`src/rtl/clkdiv_ctrl_if.sv`:
```
// Ratio configuration handshake between a controller and clkdiv_ctrl.
// A ratio moves when cfg_valid and cfg_ready are both high on a rising clock edge.
// The requester holds cfg_valid/cfg_div while cfg_ready is low.
interface clkdiv_ctrl_if #(
    parameter int WIDTH = 8
);
    logic             cfg_valid;
    logic [WIDTH-1:0] cfg_div;
    logic             cfg_ready;

    modport master (
        output cfg_valid,
        output cfg_div,
        input  cfg_ready
    );

    modport slave (
        input  cfg_valid,
        input  cfg_div,
        output cfg_ready
    );
endinterface

```
`src/rtl/clkdiv_ctrl.sv`:
```
// Programmable clock divider: square wave clock_by_n plus end-of-period tick, ratio changes land on period boundaries.
// Latency: start/stop/ratio act on the next edge; a ratio accepted while running applies after the current period's tick.
// Backpressure: cfg_ready drops while a ratio is pending (PEND) or a soft stop drains (STOPPING).
// Optional: define CLKDIV_CTRL_SOFT_STOP_EN so that stop lets the current period finish before going idle.
module clkdiv_ctrl #(
    parameter int WIDTH       = 8,
    parameter int DEFAULT_DIV = 8
) (
    input  logic             clock,
    input  logic             reset,
    input  logic             start,
    input  logic             stop,
    clkdiv_ctrl_if.slave     cfg,
    output logic             clock_by_n,
    output logic             tick,
    output logic             running,
    output logic [WIDTH-1:0] cur_div
);

`ifdef CLKDIV_CTRL_SOFT_STOP_EN
    typedef enum logic [1:0] {
        IDLE     = 2'd0,
        RUN      = 2'd1,
        PEND     = 2'd2,
        STOPPING = 2'd3
    } state_t;
`else
    typedef enum logic [1:0] {
        IDLE = 2'd0,
        RUN  = 2'd1,
        PEND = 2'd2
    } state_t;
`endif

    localparam logic [WIDTH-1:0] DIV_RST = WIDTH'(DEFAULT_DIV);
    localparam logic [WIDTH-1:0] DIV_MIN = WIDTH'(2);

    state_t           state, state_nxt;
    logic [WIDTH-1:0] cnt, cnt_nxt;
    logic [WIDTH-1:0] cur_div_nxt;
    logic [WIDTH-1:0] shadow, shadow_nxt;
    logic             clock_by_n_nxt;

    logic             xfer;
    logic [WIDTH-1:0] cfg_coerced;
    logic             last;
    logic [WIDTH-1:0] cnt_inc;

    // Ratios below 2 cannot produce a square wave, so they are clamped on acceptance.
    assign cfg_coerced   = (cfg.cfg_div < DIV_MIN) ? DIV_MIN : cfg.cfg_div;
    assign cfg.cfg_ready = (state == IDLE) || (state == RUN);
    assign xfer          = cfg.cfg_valid && cfg.cfg_ready;
    assign last          = (cnt == cur_div - WIDTH'(1));
    assign cnt_inc       = last ? '0 : cnt + WIDTH'(1);
    assign running       = (state != IDLE);
    assign tick          = running && last;

    // Next-state, counter and ratio selection; ratio changes only ever take effect at a period boundary or on going idle.
    always_comb begin
        state_nxt   = state;
        cnt_nxt     = cnt;
        cur_div_nxt = cur_div;
        shadow_nxt  = shadow;
        case (state)
            IDLE: begin
                cnt_nxt = '0;
                if (xfer) begin
                    cur_div_nxt = cfg_coerced;
                end
                if (start && !stop) begin
                    state_nxt = RUN;
                end
            end
            RUN: begin
                cnt_nxt = cnt_inc;
                if (stop) begin
`ifdef CLKDIV_CTRL_SOFT_STOP_EN
                    // Remember the ratio to apply once the final period has drained.
                    shadow_nxt = xfer ? cfg_coerced : cur_div;
                    if (last) begin
                        state_nxt   = IDLE;
                        cnt_nxt     = '0;
                        cur_div_nxt = xfer ? cfg_coerced : cur_div;
                    end else begin
                        state_nxt = STOPPING;
                    end
`else
                    state_nxt = IDLE;
                    cnt_nxt   = '0;
                    if (xfer) begin
                        cur_div_nxt = cfg_coerced;
                    end
`endif
                end else if (xfer) begin
                    shadow_nxt = cfg_coerced;
                    state_nxt  = PEND;
                end
            end
            PEND: begin
                cnt_nxt = cnt_inc;
                if (stop) begin
`ifdef CLKDIV_CTRL_SOFT_STOP_EN
                    if (last) begin
                        state_nxt   = IDLE;
                        cnt_nxt     = '0;
                        cur_div_nxt = shadow;
                    end else begin
                        state_nxt = STOPPING;
                    end
`else
                    state_nxt   = IDLE;
                    cnt_nxt     = '0;
                    cur_div_nxt = shadow;
`endif
                end else if (last) begin
                    state_nxt   = RUN;
                    cur_div_nxt = shadow;
                end
            end
`ifdef CLKDIV_CTRL_SOFT_STOP_EN
            STOPPING: begin
                cnt_nxt = cnt_inc;
                if (last) begin
                    state_nxt   = IDLE;
                    cur_div_nxt = shadow;
                end
            end
`endif
            default: begin
                state_nxt = IDLE;
                cnt_nxt   = '0;
            end
        endcase
        // The output wave is registered, so it is computed from the values the flops are about to take.
        clock_by_n_nxt = (state_nxt != IDLE) && (cnt_nxt < (cur_div_nxt >> 1));
    end

    // State, counter, ratio registers and the registered divided clock.
    always_ff @(posedge clock or posedge reset) begin
        if (reset) begin
            state      <= IDLE;
            cnt        <= '0;
            cur_div    <= DIV_RST;
            shadow     <= DIV_RST;
            clock_by_n <= 1'b0;
        end else begin
            state      <= state_nxt;
            cnt        <= cnt_nxt;
            cur_div    <= cur_div_nxt;
            shadow     <= shadow_nxt;
            clock_by_n <= clock_by_n_nxt;
        end
    end

endmodule

```
`src/flat_wrapper.sv`:
```
// flat-port wrapper written by rule: the top's interface ports become plain ports
module clkdiv_ctrl_flat 
#(
    parameter int WIDTH       = 8,
    parameter int DEFAULT_DIV = 8
)
  (clock, reset, start, stop, clock_by_n, tick, running, cur_div, cfg_cfg_valid, cfg_cfg_div, cfg_cfg_ready);
  clkdiv_ctrl_if #(.WIDTH(WIDTH)) cfg_i ();
  input  logic clock;
  input  logic reset;
  input  logic start;
  input  logic stop;
  output logic clock_by_n;
  output logic tick;
  output logic running;
  output logic [WIDTH-1:0] cur_div;
  input wire logic [$bits(cfg_i.cfg_valid)-1:0] cfg_cfg_valid;
  input wire logic [$bits(cfg_i.cfg_div)-1:0] cfg_cfg_div;
  output wire logic [$bits(cfg_i.cfg_ready)-1:0] cfg_cfg_ready;
  assign cfg_i.cfg_valid = cfg_cfg_valid;
  assign cfg_i.cfg_div = cfg_cfg_div;
  assign cfg_cfg_ready = cfg_i.cfg_ready;
  clkdiv_ctrl #(.WIDTH(WIDTH), .DEFAULT_DIV(DEFAULT_DIV)) u_core (.clock(clock), .reset(reset), .start(start), .stop(stop), .cfg(cfg_i), .clock_by_n(clock_by_n), .tick(tick), .running(running), .cur_div(cur_div));
endmodule
```
`config.mk`:
```
export PLATFORM = sky130hd
export DESIGN_NAME = clkdiv_ctrl_flat
export DESIGN_NICKNAME = d
export VERILOG_FILES = /design/src/rtl/clkdiv_ctrl_if.sv /design/src/rtl/clkdiv_ctrl.sv /design/src/flat_wrapper.sv
export SDC_FILE = /design/constraint.sdc
export NUM_CORES = 1
export LEC_CHECK = 0
export ABC_CLOCK_PERIOD_IN_PS = 3600
export CORE_ASPECT_RATIO = 0.9
export CORE_MARGIN = 3
export CORE_UTILIZATION = 35
export DETAILED_ROUTE_END_ITERATION = 10
export SLEW_MARGIN = 20
export SYNTH_ARGS = -nofsm -noshare
export SYNTH_HDL_FRONTEND = slang
export SYNTH_SLANG_ARGS = --single-unit
```
`constraint.sdc`:
```
create_clock -name clock -period 3.6 [get_ports clock]
set_input_delay 0.54 -clock clock [delete_from_list [all_inputs] [get_ports clock]]
set_output_delay 0.54 -clock clock [all_outputs]
set_load 0.005 [all_outputs]
```
==> reports/metrics.yaml, run 1 <==
hold_slack_ns: 0.493
synthArstFlopShare_pct: 100
r2r_slack_ns: 0.13
syn-num-nets: 229
cp.required_ns: 3.80
synth_area_um2: 1970
ys.flop_type: "dfrtp_1"
clock_path_buffers: 2
outcome: "complete, no violations"
fp.dieW_um: 85.2
vias: 1724
arrival_ns: 3.67
fin_crit_sh_pct: 96.3
cp_max_fo: 5
postLayoutCellArea_um2: 2690
dpl.cell_count: 309
grt_pass1_wl_mm: 7.76
cts_tree: "done"
cts_root_buf: "clkbuf_8"
io_buffers: 24
rsz0062_at_grt: "yes"
critPathCaptureType: "register"
hpwlAfterDp_mm: 3.81
grt_max_degree: 28
syn_inst: 204
finClkSkew_ns: 0.0106
cts_buffers: 3
num_rows: 25
p_per_area_nw_per_um2: 767
tightestPinTransition_ns: 0.579
fin_nets: 285
die_h_um: 77.3
syn_area_per_cell_um2: 9.68
grt_pass1_vias: 1572
n_antenna_cell: 0
hold_viol: 0
place_area_um2: 2430
synthDistinctLibCells: 49
core-area_um2: 5350
final_cell_mix: "30 x buf_4, 24 x clkdlybuf4s50_1, 20 x dfrtp_1"
setup_viol: 0
dr.first_iter.drc_count: 52
drc_errors: 0
grt-ovfl-total: 0
maxSlewViolCount: 0
seq_area_frac_synth_pct: 34.3
max_freq_mhz: 288
wl_per_cell_um: 15.2
clkSinkCount: 27
cts-hold-fix-buffers: 0
io_pins: 25
final_core_util_pct: 50.3
crit_path_start_kind: "register"
clk_pin_slew_ns: 0.10
clock_latency_ns: 0.28
dieArea_um2: 6580
syn_to_final_growth_pct: 36.3
max-vdd-ir-drop_mv: 0.360
wl_mm: 4.96
vias_per_cell: 5.29
antenna_left: 0
antenna_found_initial: 0
power_leakage_nw: 1.12
min_period_ns: 3.47
tns_ns: 0
drt_first_pass_iters: 4
final_common_cell: "buf_4"
ys_warn_count: 0
grt_usage_pct: 14.7
hold_class: "register to register"
htreeDepth: 1
layout-drive-gt1-share_pct: 33.6
synth_edf_count: 0
slew_headroom_pct: 61.3
synth_seq_cells: 27
crit_type: "register to register"
start_util_pct: 36.9
maxCapViolCount: 0
fin_cells: 326
place.gp.congestion: 0.849
==> timing repair <==
action                     in CTS  in global routing
cloned                          0                  1
setup endpoints to repair       1                  1
gates resized for setup         2                 24
setup buffers                   2                 10
pin swaps                       0                 10
==> report_power, final <==
group	switching, mW	internal, mW
Combinational	0.617	0.722
Clock	0.100	0.0778
Sequential	0.126	0.420
Total	0.843	1.22
==> routing by layer <==
metal  vias to the layer above  global-route usage [%]  share of wire (%)
met2                        34                    22.6                 45
met1                       832                    22.1                 50
met3                         4                    2.26                4.0
li1                        854                       -                  -
met5                         -                       0                  0
met4                         0                    1.90               0.46
==> sequential cells by signal, indices dropped and copies added, names as in the netlist <==
signal,flops
u_core.cur_div,8
u_core.clock_by_n,1
u_core.shadow,8
u_core.state,2
u_core.cnt,8
==> path summary, 6_finish.rpt <==
path	startpoint	to	depth (start not counted)
worst max-delay path	u_core.cur_div[3]	u_core.clock_by_n	15
worst min-delay path	u_core.shadow[0]	u_core.shadow[0]	2
worst max register to register	u_core.cur_div[3]	u_core.clock_by_n	15
worst min register to register	u_core.shadow[0]	u_core.shadow[0]	2
max in group asynchronous	reset	u_core.cur_div[2]	2
min in group asynchronous	reset	u_core.clock_by_n	2
==> through the flow <==
stage                     total power, mW  setup WS [ns]
after CTS                            1.91         0.0132
after detailed placement             1.71         0.0260
after floorplan                      1.26          0.146
after global placement               1.69         0.0607
final                                2.06          0.133
after global routing                 2.20        -0.0404
==> cells in the mapped netlist (3+ instances only) <==
cell type	instances	share of area, %
a21oi_1	9	2.3
a21oi_2	3	1.3
a221oi_1	4	1.8
a2bb2oi_2	3	2.3
clkbuf_1	3	0.57
dfrtp_1	25	32
ha_1	12	7.6
inv_1	8	1.5
mux2_2	6	3.4
mux2i_1	3	1.5
nand2_1	15	2.9
nand2b_1	3	0.95
nand3_1	7	1.8
nor2_1	15	2.9
nor2b_1	3	0.95
nor3_1	3	0.76
o21a_1	4	1.5
o21ai_0	16	4.1
o21ai_2	4	1.8
o2bb2ai_1	4	1.8
xnor2_1	8	3.5
xor2_1	9	4.0
==> kinds of logic (layout without fill, tap and decap cells) <==
logic type	after synthesis	in the layout	synth area share, %
DFF	27	27	34.3
and+or+nand+nor	59	59	15.9
xor gates and xnor gates	17	17	7.54
buffers and inverters	15	70	3.68
muxes	9	9	4.94
AOI/OAI and AO/OA	65	65	26.0
adders and majority gates	12	12	7.60
==> worst max-delay path, cell delays in order, from the launching register on <==
cell       delay (ns)
dfstp_2          0.61
buf_6            0.13
nor2_4           0.03
nor4b_4          0.12
xnor2_2          0.15
a2111oi_4        0.39
a21oi_4          0.15
buf_12           0.17
mux2i_2          0.14
o21a_1           0.23
ha_4             0.25
o21ai_2          0.15
a21oi_2          0.08
a2111o_1         0.40
a31o_2           0.22
a211oi_2         0.14
==> layout make-up <==
class	count	area, µm²
Multi-Input combinational cell	162	1310
Sequential cell	27	684
Clock inverter	1	5.00
Inverter	8	30.0
Tap cell	67	83.8
Clock buffer	3	41.3
Fill cell	512	2660
Timing Repair Buffer	58	533
(Power assumes the default switching activity.)
==> run 2, diff against run 1 <==
--- a/config.mk
+++ b/config.mk
@@ -6,10 +6,13 @@
 export NUM_CORES = 1
 export LEC_CHECK = 0
 export ABC_CLOCK_PERIOD_IN_PS = 3600
+export CAP_MARGIN = 15
 export CORE_ASPECT_RATIO = 0.9
 export CORE_MARGIN = 3
-export CORE_UTILIZATION = 35
+export CORE_UTILIZATION = 49
+export CTS_CLUSTER_SIZE = 10
 export DETAILED_ROUTE_END_ITERATION = 10
+export PLACE_DENSITY = 0.75
 export SLEW_MARGIN = 20
 export SYNTH_ARGS = -nofsm -noshare
 export SYNTH_HDL_FRONTEND = slang
==> reports/metrics.yaml, run 2 (synthesis gave the netlist of run 1 again) <==
core-area_um2: 3780  # was 5350 µm²
max-vdd-ir-drop_mv: 0.484  # was 0.360 mV
final_cell_mix: "24 x clkdlybuf4s50_1, 23 x buf_4, 22 x dfrtp_1"  # was 30 x buf_4, 24 x clkdlybuf4s50_1, 20 x dfrtp_1
critPathMaxStageDelay_ns: 0.67  # was 0.61 ns
maxCapViolCount: 0  # unchanged
io_pins: 25  # unchanged
start_util_pct: 52.2  # was 36.9%
grt_pass1_vias: 1565  # was 1572
grt_usage_pct: 20.5  # was 14.7%
place.gp.congestion: 0.818  # was 0.849
postLayoutCellArea_um2: 2530  # was 2690 µm²
clock_latency_ns: 0.27  # was 0.28 ns
hold_class: "register to register"  # unchanged
crit_type: "register to register"  # unchanged
use_met2_pct: 32.8  # was 22.6%
min_period_ns: 3.43  # was 3.47 ns
crit_buf_inv: 1  # was 2
outcome: "complete, no violations"  # unchanged
crit_slowest_cell: "dfstp_2"  # unchanged
cts_root_buf: "clkbuf_8"  # unchanged
p_per_area_nw_per_um2: 766  # was 767 nW/µm²
setup_viol: 0  # unchanged
clk_pin_slew_ns: 0.09  # was 0.10 ns
place_area_um2: 2390  # was 2430 µm²
clkSinkCount: 27  # unchanged
htreeDepth: 1  # unchanged
die_h_um: 66.2  # was 77.3 µm
antenna_found_initial: 0  # unchanged
wl_per_cell_um: 15.6  # was 15.2 µm
seq_power_share_pct: 28.0  # was 26.5%
wl_mm: 4.61  # was 4.96 mm
hpwlAfterDp_mm: 3.76  # was 3.81 mm
p_total_mw: 1.94  # was 2.06 mW
cpLargestDelayFamily: "compound AO/OA/AOI/OAI gates"  # unchanged
fin_crit_sh_pct: 95.4  # was 96.3%
clock_path_buffers: 2  # unchanged
hold_viol: 0  # unchanged
critPathCaptureType: "register"  # unchanged
final_common_cell: "clkdlybuf4s50_1"  # was buf_4
p_sw_share_pct: 41.4  # was 40.9%
switchingPower_mw: 0.802  # was 0.843 mW
layout-drive-gt1-share_pct: 26.9  # was 33.6%
grt_pass1_wl_mm: 7.61  # was 7.76 mm
dieArea_um2: 4830  # was 6580 µm²
crit_chain: "xor2_1 -> xnor2_1 -> nand3_1 -> a2111oi_4 -> a21oi_4 -> buf_12 -> mux2i_1 -> o21a_1 -> ha_1 -> a211oi_2 -> o21ai_1 -> a2111o_1 -> a31o_2 -> a211oi_1"  # was buf_6 -> nor2_4 -> nor4b_4 -> xnor2_2 -> a2111oi_4 -> a21oi_4 -> buf_12 -> mux2i_2 -> o21a_1 -> ha_4 -> o21ai_2 -> a21oi_2 -> a2111o_1 -> a31o_2 -> a211oi_2
vias: 1674  # was 1724
cts_buffers: 3  # unchanged
arrival_ns: 3.62  # was 3.67 ns
slew_headroom_pct: 33.7  # was 61.3%
tightestPinTransition_ns: 0.989  # was 0.579 ns
vias_per_cell: 5.67  # was 5.29
use_met1_pct: 29.0  # was 22.1%
drc_errors: 0  # unchanged
crit_path_start_kind: "register"  # unchanged
grt_max_degree: 28  # unchanged
dr.first_iter.drc_count: 94  # was 52
antenna_left: 0  # unchanged
reg_top3: "u_core.cnt (8), u_core.cur_div (8), u_core.shadow (8)"  # unchanged
max_freq_mhz: 291  # was 288 MHz
n_antenna_cell: 0  # unchanged
maxSlewViolCount: 0  # unchanged
cts_tree: "done"  # unchanged
power_leakage_nw: 1.06  # was 1.12 nW
syn_to_final_growth_pct: 28.1  # was 36.3%
use_met3_pct: 3.34  # was 2.26%
num_rows: 21  # was 25
clkPwrFrac_pct: 8.9  # was 8.6%
rsz0062_at_grt: "no"  # was yes
io_buffers: 24  # unchanged
finClkSkew_ns: 0.00621  # was 0.0106 ns
cp_max_fo: 10  # was 5
fin_nets: 275  # was 285
cp.required_ns: 3.79  # was 3.80 ns
drt_first_pass_iters: 4  # unchanged
intPower_mw: 1.13  # was 1.22 mW
gr-max-usage-layer: "met2"  # unchanged
grt-ovfl-total: 0  # unchanged
fp.dieW_um: 72.9  # was 85.2 µm
p_comb_share_pct: 63.1  # was 64.9%
run 2: changes by cell type in the layout (fill, tap and decap cells not counted), sizes merged:
cell,before,now
inv,8,7
buf,33,24
run 2: worst paths after layout:
check / from / to / slack [ns] / cells past startpoint
max: u_core.cur_div[3] / u_core.clock_by_n / 0.17 / 14
min: u_core.shadow[0] / u_core.shadow[0] / 0.51 / 2
max reg2reg: u_core.cur_div[3] / u_core.clock_by_n / 0.17 / 14
min reg2reg: u_core.shadow[0] / u_core.shadow[0] / 0.51 / 2
max in group asynchronous: reset / u_core.cur_div[1] / 2.43 / 2
min in group asynchronous: reset / u_core.shadow[5] / 0.67 / 2
run 2: stage by stage:
stage	worst slack [ns]	setup TNS, ns	util (%)	hold slack [ns]	cells
final	0.166	0	66.8	0.510	295
after global routing	0.00215	0	66.8	0.553	295
after CTS	0.0144	0	64.5	0.514	291
after detailed placement	-0.0398	-0.0398	63.2	0.491	287
after global placement	0.0922	0	63.2	0.475	287
after floorplan	0.146	0	-	0.450	204
run 2: cell type report:
type                            count  area (µm²)
Timing Repair Buffer               48         433
Sequential cell                    27         682
Inverter                            8        30.0
Tap cell                           46        57.6
Fill cell                         329        1250
Clock buffer                        4        45.0
Multi-Input combinational cell    162        1280
run 2: power by group through the flow:
stage | clock network (mW) | logic, mW | registers, mW
after floorplan | 0 | 0.739 | 0.520
after global placement | 0 | 1.11 | 0.535
after detailed placement | 0 | 1.14 | 0.540
after CTS | 0.177 | 1.15 | 0.535
after global routing | 0.190 | 1.34 | 0.557
final | 0.172 | 1.22 | 0.542
run 2: worst reg2reg max path, delay by kind of cell (launching register included):
kind                       cells  cell delay, ns
AOI/OAI and AO/OA              8            1.68
xor gates and xnor gates       2            0.33
adders and majority gates      1            0.23
buffers and inverters          1            0.17
DFF                            1            0.67
muxes                          1            0.14
and+or+nand+nor                1            0.12
run 2: per-layer routing:
layer | routed length, µm | vias to the layer above | share of wire, %
met2 | 2130 | 40 | 46
li1 | - | 835 | -
met1 | 2270 | 795 | 49
met4 | 36 | 0 | 0.78
met3 | 170 | 4 | 3.7
met5 | 0 | - | 0
run 2: what timing repair did:
item                       4_1_cts  5_1_grt
pin swaps                        0        4
setup buffers                    0        4
gates cloned                     0        0
gates resized for setup          1       14
hold buffers                     0        0
setup endpoints to repair        1        1
==> run 3, diff against run 2 <==
--- a/config.mk
+++ b/config.mk
@@ -5,14 +5,14 @@
 export SDC_FILE = /design/constraint.sdc
 export NUM_CORES = 1
 export LEC_CHECK = 0
-export ABC_CLOCK_PERIOD_IN_PS = 3600
+export ABC_CLOCK_PERIOD_IN_PS = 3240
 export CAP_MARGIN = 15
 export CORE_ASPECT_RATIO = 0.9
 export CORE_MARGIN = 3
 export CORE_UTILIZATION = 49
 export CTS_CLUSTER_SIZE = 10
 export DETAILED_ROUTE_END_ITERATION = 10
-export PLACE_DENSITY = 0.75
+export PLACE_DENSITY = 0.72
 export SLEW_MARGIN = 20
 export SYNTH_ARGS = -nofsm -noshare
 export SYNTH_HDL_FRONTEND = slang
==> constraint.sdc (replaced) <==
create_clock -name clock -period 3.24 [get_ports clock]
set_input_delay 0.486 -clock clock [delete_from_list [all_inputs] [get_ports clock]]
set_output_delay 0.486 -clock clock [all_outputs]
set_load 0.005 [all_outputs]
==> reports/metrics.yaml, run 3 (synthesis gave the netlist of run 1 again) <==
crit_path_start_kind: "register"  # unchanged
core-area_um2: 3780  # unchanged
r2r_slack_ns: -0.14  # was 0.17 ns
n_antenna_cell: 0  # unchanged
tightestPinTransition_ns: 0.538  # was 0.989 ns
fin_nets: 291  # was 275
place.gp.congestion: 0.905  # was 0.818
cp_max_fo: 10  # unchanged
maxSlewViolCount: 0  # unchanged
arrival_ns: 3.57  # was 3.62 ns
cpMostUsedCell: "buf_12"
cp.required_ns: 3.43  # was 3.79 ns
drt_first_pass_iters: 4  # unchanged
hold_slack_ns: 0.492  # was 0.510 ns
grt_pass1_wl_mm: 8.51  # was 7.61 mm
start_util_pct: 52.2  # unchanged
hold_end: "u_core.shadow[0]"  # unchanged
dr.first_iter.drc_count: 89  # was 94
drc_errors: 0  # unchanged
grt_usage_pct: 22.6  # was 20.5%
antenna_found_initial: 0  # unchanged
clock_path_buffers: 2  # unchanged
vias: 1850  # was 1674
hold_viol: 0  # unchanged
place_area_um2: 2580  # was 2390 µm²
clkSinkCount: 27  # unchanged
slew_headroom_pct: 63.8  # was 33.7%
crit_chain: "buf_4 -> nor4b_4 -> xnor2_2 -> a2111oi_4 -> a21oi_2 -> buf_12 -> buf_12 -> o21ai_2 -> o2bb2ai_1 -> ha_1 -> a21oi_1 -> nor2b_1 -> a2111o_1 -> a31o_2 -> a211oi_2"  # was xor2_1 -> xnor2_1 -> nand3_1 -> a2111oi_4 -> a21oi_4 -> buf_12 -> mux2i_1 -> o21a_1 -> ha_1 -> a211oi_2 -> o21ai_1 -> a2111o_1 -> a31o_2 -> a211oi_1
timing.final.ws_setup_ns: -0.144  # was 0.166 ns
fin_crit_sh_pct: 104  # was 95.4%
place_ws_ns: -0.352  # was -0.0398 ns
max_freq_mhz: 295  # was 291 MHz
critPathCaptureType: "register"  # unchanged
final_cell_mix: "38 x buf_4, 24 x clkdlybuf4s50_1, 23 x dfrtp_1"  # was 24 x clkdlybuf4s50_1, 23 x buf_4, 22 x dfrtp_1
p_per_area_nw_per_um2: 871  # was 766 nW/µm²
worst_r2r_endpoint: "u_core.clock_by_n"  # unchanged
die_h_um: 66.2  # unchanged
final_common_cell: "buf_4"  # was clkdlybuf4s50_1
violations: "negative setup slack"
r2r_start: "u_core.cur_div[0]"  # was u_core.cur_div[3]
clk_pin_slew_ns: 0.09  # about the same
antenna_left: 0  # unchanged
outcome: "finished, violations left"  # was complete, no violations
syn_to_final_growth_pct: 34.4  # was 28.1%
p_total_mw: 2.31  # was 1.94 mW
finClkSkew_ns: 0.00636  # was 0.00621 ns
cts_buffers: 3  # unchanged
grt_max_degree: 28  # unchanged
max-vdd-ir-drop_mv: 0.408  # was 0.484 mV
critPathMaxStageDelay_ns: 0.48  # was 0.67 ns
htreeDepth: 1  # unchanged
setup_viol: 1  # was 0
io_buffers: 24  # unchanged
postLayoutCellArea_um2: 2650  # was 2530 µm²
hold_path_depth: 2  # unchanged
crit_slowest_cell: "dfrtp_2"  # was dfstp_2
clock_latency_ns: 0.28  # was 0.27 ns
cts_root_buf: "clkbuf_8"  # unchanged
vias_per_cell: 5.95  # was 5.67
reg_top3: "u_core.cnt (8), u_core.cur_div (8), u_core.shadow (8)"  # unchanged
min_period_ns: 3.38  # was 3.43 ns
hp-start: "u_core.shadow[0]"  # unchanged
layout-drive-gt1-share_pct: 32.5  # was 26.9%
grt-ovfl-total: 0  # unchanged
maxCapViolCount: 0  # unchanged
cts_tree: "done"  # unchanged
hpwlAfterDp_mm: 4.08  # was 3.76 mm
wl_per_cell_um: 16.2  # was 15.6 µm
num_rows: 21  # unchanged
ff2ff_path_depth: 15  # was 14
crit_type: "register to register"  # unchanged
hold_class: "register to register"  # unchanged
io_pins: 25  # unchanged
fp.dieW_um: 72.9  # unchanged
wl_mm: 5.02  # was 4.61 mm
rsz0062_at_grt: "yes"  # was no
power_leakage_nw: 1.14  # was 1.06 nW
dieArea_um2: 4830  # unchanged
grt_pass1_vias: 1894  # was 1565
## run 3: cell types whose count changed in the layout (fill, tap and decap cells not counted), sizes merged
cell,delta
inv,+1
clkinv,-1
buf,+16
## run 3: power by group
part / switching, mW / leakage, nW / internal (mW)
logic: 0.689 / 0.769 / 0.822
registers: 0.142 / 0.343 / 0.464
clock network: 0.106 / 0.0228 / 0.0883
total: 0.937 / 1.14 / 1.37
## run 3: layout make-up
type / count / area, µm²
clock buffers: 4 / 45.0
fillers: 304 / 1130
inverters: 8 / 30.0
multi-input cells: 162 / 1270
flip-flops and latches: 27 / 681
well taps: 46 / 57.6
repair buffers: 64 / 566
## run 3: routing by layer
layer  global-route usage [%]  up-vias  part of all wire (%)
met4                     9.68        0                   2.1
met1                     28.8      887                    44
li1                         -      872                     -
met3                     2.28       13                   5.3
met2                     38.6       78                    48
met5                        0        -                     0
## run 3: critical path, delay by kind of cell, from the launching register on
family / cells / cell delay [ns]
flip-flops: 1 / 0.48
AND/OR/NAND/NOR: 2 / 0.35
AO/OA/AOI/OAI: 8 / 1.61
adder cells (fa/ha/maj): 1 / 0.26
buffers and inverters: 3 / 0.46
XOR/XNOR: 1 / 0.12
## run 3: timing repair
| action | 4_1_cts | 5_1_grt |
|---|---|---|
| cloned | 0 | 0 |
| endpoints found under the setup margin | 1 | 1 |
| buffers inserted | 0 | 1 |
| resized for setup | 2 | 2 |
| hold buffers | 0 | 0 |
## run 3: worst max-delay path by stage
| stage | startpoint | endpoint | slack, ns | cells after the start |
|---|---|---|---|---|
| 2_1_floorplan | u_core.cur_div[3] | u_core.clock_by_n | 0.006 | 14 |
| 6_report | u_core.cur_div[0] | u_core.clock_by_n | -0.14 | 15 |
| 4_1_cts | u_core.cur_div[2] | u_core.clock_by_n | -0.15 | 14 |
| 5_1_grt | u_core.cur_div[2] | u_core.clock_by_n | -0.34 | 14 |
| 3_5_place_dp | stop | u_core.clock_by_n | -0.35 | 13 |
| 3_3_place_gp | stop | u_core.clock_by_n | -0.19 | 13 |
## run 3: metrics by stage
| step | utilization, % | setup TNS, ns | cells |
|---|---|---|---|
| 6_report | 70.1 | -0.144 | 311 |
| 5_1_grt | 70.1 | -0.337 | 311 |
| 4_1_cts | 69.7 | -0.147 | 310 |
| 3_5_place_dp | 68.3 | -0.352 | 306 |
| 3_3_place_gp | 68.3 | -0.186 | 306 |
| 2_1_floorplan | - | 0 | 204 |
